`config.mk`:
```
export PLATFORM = sky130hd
export DESIGN_NAME = io_port_unit
export DESIGN_NICKNAME = d
export VERILOG_FILES = /design/src/rtl/io_port_unit_pkg.sv /design/src/rtl/io_fifo.sv /design/src/rtl/io_port_unit.sv
export SDC_FILE = /design/constraint.sdc
export NUM_CORES = 1
export LEC_CHECK = 0
export ABC_AREA = 1
export BUFFER_PORTS_ARGS = -buffer_cell sky130_fd_sc_hd__buf_4
export CORE_MARGIN = 4
export CORE_UTILIZATION = 30
export CTS_BUF_LIST = sky130_fd_sc_hd__clkbuf_16
export CTS_CLUSTER_DIAMETER = 50
export DETAILED_ROUTE_END_ITERATION = 12
export MAX_ROUTING_LAYER = met4
export PLACE_DENSITY = 0.53
export SETUP_SLACK_MARGIN = 0.05
export SLEW_MARGIN = 0
export SYNTH_ARGS = -nofsm -noshare
export SYNTH_HDL_FRONTEND = slang
export SYNTH_SLANG_ARGS = --single-unit
```
`constraint.sdc`:
```
create_clock -name clk -period 2.4 [get_ports clk]
set_clock_uncertainty 0.05 [all_clocks]
set_input_delay 0.36 -clock clk [delete_from_list [all_inputs] [get_ports clk]]
set_output_delay 0.36 -clock clk [all_outputs]
set_load 0.02 [all_outputs]
```
`src/rtl/io_port_unit_pkg.sv`:
```
// Shared constants for the processor I/O port unit: data width, default FIFO depth
// and the bit positions of the two interrupt lines.
package io_port_unit_pkg;
    localparam int unsigned inPortWidth     = 16;
    localparam int unsigned DEFAULT_DEPTH   = 4;
    localparam int unsigned IRQ_IN_ARRIVAL  = 0;
    localparam int unsigned IRQ_OUT_OVERRUN = 1;
endpackage

```
`src/rtl/io_fifo.sv`:
```
// Circular FIFO with registered pointers and count; the head word is read combinationally.
// A push into a full FIFO is only accepted when a pop happens in the same cycle.
module io_fifo #(
    parameter int unsigned DEPTH = 4,
    parameter int unsigned WIDTH = 16
) (
    input  logic                     clk,
    input  logic                     reset,
    input  logic                     push,
    input  logic [WIDTH-1:0]         pushData,
    input  logic                     pop,
    output logic [WIDTH-1:0]         headData,
    output logic                     full,
    output logic                     empty,
    output logic [$clog2(DEPTH):0]   count
);
    localparam int unsigned PW = $clog2(DEPTH);
    localparam int unsigned CW = PW + 1;

    logic [WIDTH-1:0] mem [DEPTH];
    logic [PW-1:0]    rdPtr;
    logic [PW-1:0]    wrPtr;
    logic [CW-1:0]    cnt;
    logic             doPush;
    logic             doPop;

    assign full     = (cnt == CW'(DEPTH));
    assign empty    = (cnt == '0);
    assign count    = cnt;
    assign headData = mem[rdPtr];

    always_comb begin
        doPop  = pop && !empty && !reset;
        doPush = push && (!full || doPop) && !reset;
    end

    // Pointers wrap naturally because DEPTH is a power of two.
    always_ff @(posedge clk) begin
        if (reset) begin
            rdPtr <= '0;
            wrPtr <= '0;
            cnt   <= '0;
        end else begin
            if (doPush) wrPtr <= wrPtr + PW'(1);
            if (doPop)  rdPtr <= rdPtr + PW'(1);
            case ({doPush, doPop})
                2'b10:   cnt <= cnt + CW'(1);
                2'b01:   cnt <= cnt - CW'(1);
                default: cnt <= cnt;
            endcase
        end
    end

    // Storage is deliberately left unreset; consumers gate the head with empty.
    always_ff @(posedge clk) begin
        if (doPush) mem[wrPtr] <= pushData;
    end
endmodule

```
`src/rtl/io_port_unit.sv`:
```
// Processor I/O port peripheral: an output FIFO drained by a device, an input FIFO
// filled by a device, and two pulse interrupts for input arrival and output overrun.
module io_port_unit
    import io_port_unit_pkg::*;
#(
    parameter int unsigned DEPTH = DEFAULT_DEPTH,
    parameter int unsigned WIDTH = inPortWidth
) (
    input  logic                   clk,
    input  logic                   reset,
    input  logic [WIDTH-1:0]       outPortData,
    input  logic                   outSignalEn,
    input  logic                   inPortRead,
    output logic [WIDTH-1:0]       inPortData,
    output logic [1:0]             interruptSignal,
    output logic [WIDTH-1:0]       devOutData,
    output logic                   devOutValid,
    input  logic                   devOutReady,
    input  logic [WIDTH-1:0]       devInData,
    input  logic                   devInValid,
    output logic                   devInReady,
    output logic [$clog2(DEPTH):0] outCount,
    output logic [$clog2(DEPTH):0] inCount
);
    logic [WIDTH-1:0] outHead;
    logic [WIDTH-1:0] inHead;
    logic             outFull;
    logic             outEmpty;
    logic             inFull;
    logic             inEmpty;
    logic             outPush;
    logic             outPop;
    logic             outDrop;
    logic             inPush;
    logic             inPop;
    logic             inArrival;
    logic [1:0]       irqNext;
    logic [1:0]       irqReg;

    // Push/pop qualification for both paths.
    always_comb begin
        outPop    = !outEmpty && devOutReady;
        outPush   = outSignalEn && (!outFull || outPop);
        outDrop   = outSignalEn && outFull && !outPop;
        inPush    = devInValid && !inFull && !reset;
        inPop     = inPortRead && !inEmpty;
        inArrival = inPush && inEmpty;
    end

    always_comb begin
        irqNext = '0;
        irqNext[1'(IRQ_IN_ARRIVAL)]  = inArrival;
        irqNext[1'(IRQ_OUT_OVERRUN)] = outDrop;
    end

    always_ff @(posedge clk) begin
        if (reset) irqReg <= '0;
        else       irqReg <= irqNext;
    end

    io_fifo #(.DEPTH(DEPTH), .WIDTH(WIDTH)) uOutFifo (
        .clk      (clk),
        .reset    (reset),
        .push     (outPush),
        .pushData (outPortData),
        .pop      (outPop),
        .headData (outHead),
        .full     (outFull),
        .empty    (outEmpty),
        .count    (outCount)
    );

    io_fifo #(.DEPTH(DEPTH), .WIDTH(WIDTH)) uInFifo (
        .clk      (clk),
        .reset    (reset),
        .push     (inPush),
        .pushData (devInData),
        .pop      (inPop),
        .headData (inHead),
        .full     (inFull),
        .empty    (inEmpty),
        .count    (inCount)
    );

    assign interruptSignal = irqReg;
    assign devOutData      = outHead;
    assign devOutValid     = !outEmpty;
    assign devInReady      = !inFull && !reset;
    assign inPortData      = inEmpty ? '0 : inHead;
endmodule

```
# Word-level counts from Yosys, hierarchy flattened
# Memory sizes are Yosys's and may differ from the RTL's. A register that Yosys moved wholly into a read port is not among the register bits.
# Index checks and enable logic that the tools add are counted.
# Widths: inputs -> output; s select.
[op_classes]
n_reduce_logical = 30
mux = 11
eq_ne = 6
n_addsub = 8
[op_table]
columns = ["cell", "count"]
rows = [
  ["$logic_and 1x1->1", 17],
  ["$mux 16", 1],
  ["$pmux 3 s2", 2],
  ["$add 2x1->2 const B", 4],
  ["$mux 2", 4],
  ["$add 3x1->3 const B", 2],
  ["$eq 3x3->1 const B", 2],
  ["$logic_not 1->1", 6],
  ["$logic_not 3->1", 2],
  ["$sub 3x1->3 const B", 2],
  ["$eq 2x1->1 const B", 2],
  ["$eq 2x2->1 const B", 2],
  ["$mux 1", 4],
  ["$reduce_bool 2->1", 2],
  ["$logic_or 1x1->1", 3],
]
[totals]
mem_count = 2
ramBits = 128
word_cells = 64
inputBits = 38
register_bits = 16
[memory_table]
columns = ["memory", "words", "word_bits", "rd", "rd_ports_with_merged_regs", "wr", "line", "rtl"]
rows = [
  ["uInFifo.mem", 4, 16, 1, 1, 1, "io_fifo.sv:20", "logic [WIDTH-1:0] mem [DEPTH];"],
  ["uOutFifo.mem", 4, 16, 1, 1, 1, "io_fifo.sv:20", ""],
]

# Longest topological paths before layout
[depth]
depth_word = 10
mapped_depth = 13
depth_no_buf = 13

# Cells and area by module
# From an unflattened synthesis, not the netlist that was laid out.
[hier_totals]
cells_unflattened = 510
hier_area_um2 = 5990.7
[modules_own_cells]
columns = ["mod", "n_inst", "seq_area_each_um2", "area_per_inst_um2", "cells_per_inst"]
rows = [
  ["io_fifo", 2, 2102.0, 2871.5, 229],
  ["io_port_unit", 1, 40.0, 247.7, 52],
]

# Least setup slack after synthesis
# No wires, ideal clock.
[synth_timing]
path_kind = "register -> register"
startpoint = "register uOutFifo.cnt[2] (netlist: uOutFifo.count[2])"
endpoint = "register uOutFifo.cnt[2] (netlist: uOutFifo.count[2])"
setup_slack_ns = 0.435
path_stages_with_launch = 14
arrival_time_ns = 1.802
t_required_ns = 2.237
setup_ns = 0.113
path_cell_list = "dfxtp_1 -> inv_1 -> nand2_1 -> nand2_1 -> inv_2 -> ha_1 -> inv_1 -> fa_1 -> inv_1 -> nand2_1 -> nand3_1 -> nand2_1 -> nand2_1 -> nor2_1"
[synth_between]
elab_chain_cells = 10
[synth_lines]
columns = ["item", "line", "rtl"]
rows = [
  ["start: declaration", "io_fifo.sv:23", "logic [CW-1:0] cnt;"],
  ["start signal: assignment", "io_fifo.sv:47", "2'b10: cnt <= cnt + CW'(1);"],
  ["start signal: assignment", "io_fifo.sv:48", "2'b01: cnt <= cnt - CW'(1);"],
  ["start signal: assignment", "io_fifo.sv:49", "default: cnt <= cnt;"],
  ["$logic_not 3->1 (*)", "io_fifo.sv:28", "assign empty = (cnt == '0);"],
  ["$logic_not 1->1 (*)", "--", ""],
  ["net devOutValid", "io_port_unit.sv:17", "output logic devOutValid,"],
  ["$logic_and 1x1->1", "io_port_unit.sv:42", "outPop = !outEmpty && devOutReady;"],
  ["$logic_and 1x1->1 (*) (2 in series)", "io_fifo.sv:33", "doPop = pop && !empty && !reset;"],
  ["net uOutFifo.doPop", "io_fifo.sv:25", "logic doPop;"],
  ["$logic_or 1x1->1", "io_fifo.sv:34", "doPush = push && (!full || doPop) && !reset;"],
  ["$logic_and 1x1->1 (2 in series)", "io_fifo.sv:34", ""],
  ["$eq 2x1->1 or $eq 2x2->1 (tied branches)", "io_fifo.sv:46", "case ({doPush, doPop})"],
  ["$pmux 3 s2 or $reduce_bool 2->1 (tied branches)", "--", ""],
]
# The timed path passes the listed nets; every way through them passes the cells marked *.
# A chain may end at the register's enable or synchronous reset.

==> summary.txt <==
Floorplan
  • Top Ports: 80
  • Die height: 149 um
  • Core area: 19500 sq um
  • Die width: 149 um
  • Starting density of the core: 30.6%
  • Die area: approximately 22000 sq um
  • Row cnt: 51

Routing
  • Antenna-violating nets left: 0
  • Vias after detailed routing: 3822
  • First-pass DRT Iterations: 4
  • Routed len/inst: 14.9 um
  • Drt first-iter violations: 160
  • DR vias/cell: 4.44
  • DRT Wirelength: 12800 um
  • # DRC: 0

STA
  • Fmax: around 460 MHz
  • RSZ-0062 raised after global routing: false
  • Max Slew Vio Count: 0
  • PnR worst setup slack: 238 ps
  • Worst slew pin tran: 569 ps
  • Tmin final: about 2200 ps
  • # setup viols final: 0
  • Slew headroom: 62.0%
  • Final Hold Fails: 0
  • Period utilization: 90.1%
  • Setup TNS: 0 ps

CTS
  • Clk Latency, worst-skew pair: roughly 410 ps
  • Root buf cell: clkbuf_16
  • CTS buffer count: 17
  • Setup repair bufs after CTS: 0
  • Clock tree buffer depth: 2
  • Worst-path clk slew: 60 ps
  • Number of hold buffers added after CTS: 0
  • Htree depth: 4
  • Clk sink count: between 100 and 150
  • CTS tree: yes
  • Post-cts sizing count: 0

Critical path
  • CP max stage cell: dfxtp_1
  • CP startpoint kind: flip-flop
  • R2R Setup Slk: between 400 and 500 ps
  • CP Data Required Time: 1990 ps
  • CP Capture Type: primary output
  • Worst EP arrival: 1750 ps
  • Max incr delay on CP: 340 ps
  • Worst R2R Path Depth: 12
  • Crit Path Max Fanout: 32
  • Kind of critical path: flip-flop to primary output
  • Reg2reg end: uOutFifo.count[2]
  • R2R Path Start: uOutFifo.count[0]
  • Crit path cell chain: buf_4, nor2_1, nor2_1, o21ai_1, a21oi_1, buf_4

GRT
  • Antenna violations before repair: 0
  • Largest net degree at the start of global routing: 33
  • Grt ovf: 0
  • Vias in the first global route: about 3800
  • First-pass GRT wire length: 19700 um
  • GR Util All Layers: 12.1%

Yosys
  • Cells after Synth: 494
  • Netlist cell types: 23
  • Post-synthesis sequential area ratio: 71.1%
  • Main synth FF type: edfxtp_1
  • Syn_nets: roughly 540
  • Post-synth EDFFs: roughly 130
  • Ys Warns: 0
  • Syn_area_per_cell: 12.1 sq um
  • Synth area leaders: edfxtp_1 (64%), nor2_1 (7.4%), dfxtp_1 (6.7%), o21ai_1 (3.9%), inv_1 (2.1%)
  • Mapped Area: 5970 sq um
  • Yosys reg bits: 148
  • Asr flop ratio synth: 0%
  • Top cell type by total area after synthesis: edfxtp_1
  • Post-synth top area share: 64.3%

Min path
  • Worst Hold End: uInFifo.mem[3][15]
  • Hold_sp: devInData[15]
  • Hold Path Cell Cnt: 1
  • Worst hold path type: input pin to flip-flop

Placed design
  • PortBufs: 79
  • Dpl ws: around 400 ps
  • Dpl hpwl: 7980 um
  • Routability congestion estimate: 0.770

Power and ir drop
  • Combinational group share of total power: 11.3%
  • Pint: between 5 and 6 mW
  • Seq pwr share: 43.6%
  • Power Density: 889 nW/um^2
  • Clock share of power: 45.1%
  • Net switching power: 1.56 mW
  • Switching Share: between 20% and 30%
  • Static Leak: between 2 and 3 nW
  • Peak VDD IR: between 0.4 and 0.5 mV

Cells and area
  • Nets@finish: 633
  • Inserted Diodes: 0
  • Fraction of layout instances using a drive strength above 1: 24.3%
  • Area grow syn2layout: 25.7%

Flow run
  • Max-Cap Viols: 0

Outcome
  • Outcome: finished clean
==> metrics by stage <==
| step | std cells | util, % | hold WS [ps] | area, sq um | total power [mW] |
|---|---|---|---|---|---|
| after CTS | 861 | 38.5 | 74.6 | 7510 | 6.77 |
| final | 861 | 38.5 | 94.8 | 7510 | 6.67 |
| after floorplan | 494 | - | 409 | 5970 | 3.42 |
| after global placement | 829 | 35.0 | 443 | 6830 | 3.73 |
| after global routing | 861 | 38.5 | 71.4 | 7510 | 6.95 |
| after detailed placement | 829 | 35.0 | 449 | 6830 | 3.74 |
==> registers in the layout (all words and copies together) (netlist names), named ones only <==
signal           count
uOutFifo.rdPtr       2
uOutFifo.count       3
uInFifo.mem         64
uInFifo.wrPtr        2
uInFifo.count        3
uOutFifo.mem        64
uOutFifo.wrPtr       2
interruptSignal      2
uInFifo.rdPtr        2
==> power by group through the flow <==
stage,registers (mW),logic [mW],clock network [mW]
6_report,2.91,0.757,3.01
4_1_cts,2.91,0.778,3.08
3_5_place_dp,2.96,0.776,0
3_3_place_gp,2.96,0.764,0
5_1_grt,2.92,0.840,3.20
2_1_floorplan,2.98,0.447,0
==> placed cells by master (no fill, tap or decap), types with 3 or more instances in the layout <==
| cell type | synthesis | final |
|---|---|---|
| dfxtp_1 | 20 | 20 |
| ha_1 | 10 | 10 |
| nor2_2 | 4 | 4 |
| o22ai_1 | 16 | 16 |
| bufinv_16 | 0 | 6 |
| inv_1 | 34 | 34 |
| o21ai_0 | 25 | 25 |
| buf_4 | 2 | 91 |
| edfxtp_1 | 128 | 128 |
| inv_6 | 0 | 3 |
| a21oi_1 | 14 | 14 |
| o21ai_1 | 46 | 46 |
| nand2_1 | 25 | 25 |
| nor2_1 | 117 | 117 |
| a21oi_2 | 10 | 10 |
| clkbuf_16 | 0 | 17 |
| inv_2 | 6 | 6 |
| nand3_1 | 11 | 11 |
==> area by class of cell <==
cell class | instances | area, sq um
Clock buffer | 17 | 425
Clock inverter | 15 | 250
Fill cell | 1901 | 12000
Inverter | 41 | 156
Multi-Input combinational cell | 284 | 1420
Sequential cell | 148 | 4240
Tap cell | 265 | 332
Timing Repair Buffer | 91 | 683
==> per-layer routing <==
layer / vias up / GRT usage (%) / share of wire, %
li1: 1897 / - / -
met1: 1837 / 13.7 / 44
met2: 74 / 20.6 / 51
met3: 14 / 3.65 / 4.4
met4: 0 / 4.12 / 1.3
met5: - / - / 0
==> worst max path at each step <==
| stage | end | from | depth (start not counted) | slack (ps) |
|---|---|---|---|---|
| floorplan | uOutFifo.count[2] | uOutFifo.count[2] | 13 | 440 |
| global placement | uOutFifo.count[2] | devOutReady | 13 | 420 |
| detailed placement | uOutFifo.count[2] | devOutReady | 13 | 400 |
| CTS | inPortData[3] | uInFifo.count[0] | 5 | 170 |
| global route | inPortData[1] | flip-flop | 6 | 70 |
| finish | inPortData[3] | flip-flop | 6 | 240 |
==> cells by family after synthesis <==
kind of cell / Yosys count / share of synthesized area [%]
adders and majority gates: 12 / 2.77
buffers and inverters: 62 / 5.19
AOI/OAI and AO/OA: 111 / 10.3
DFF: 148 / 71.1
and+or+nand+nor: 161 / 10.7
==> cell usage after synthesis (10+ instances only) <==
library cell	count
a21oi_1	14
a21oi_2	10
buf_2	11
dfxtp_1	20
edfxtp_1	128
ha_1	10
inv_1	34
nand2_1	25
nand3_1	11
nor2_1	117
o21ai_0	25
o21ai_1	46
o22ai_1	16
==> worst max-delay path, delay by kind of cell (launching register included) <==
| family | cells | cell delay, ps |
|---|---|---|
| buffers and inverters | 2 | 520 |
| DFF | 1 | 340 |
| AOI/OAI and AO/OA | 2 | 290 |
| and+or+nand+nor | 2 | 190 |
Note: power is estimated with default switching activity, not from simulation.
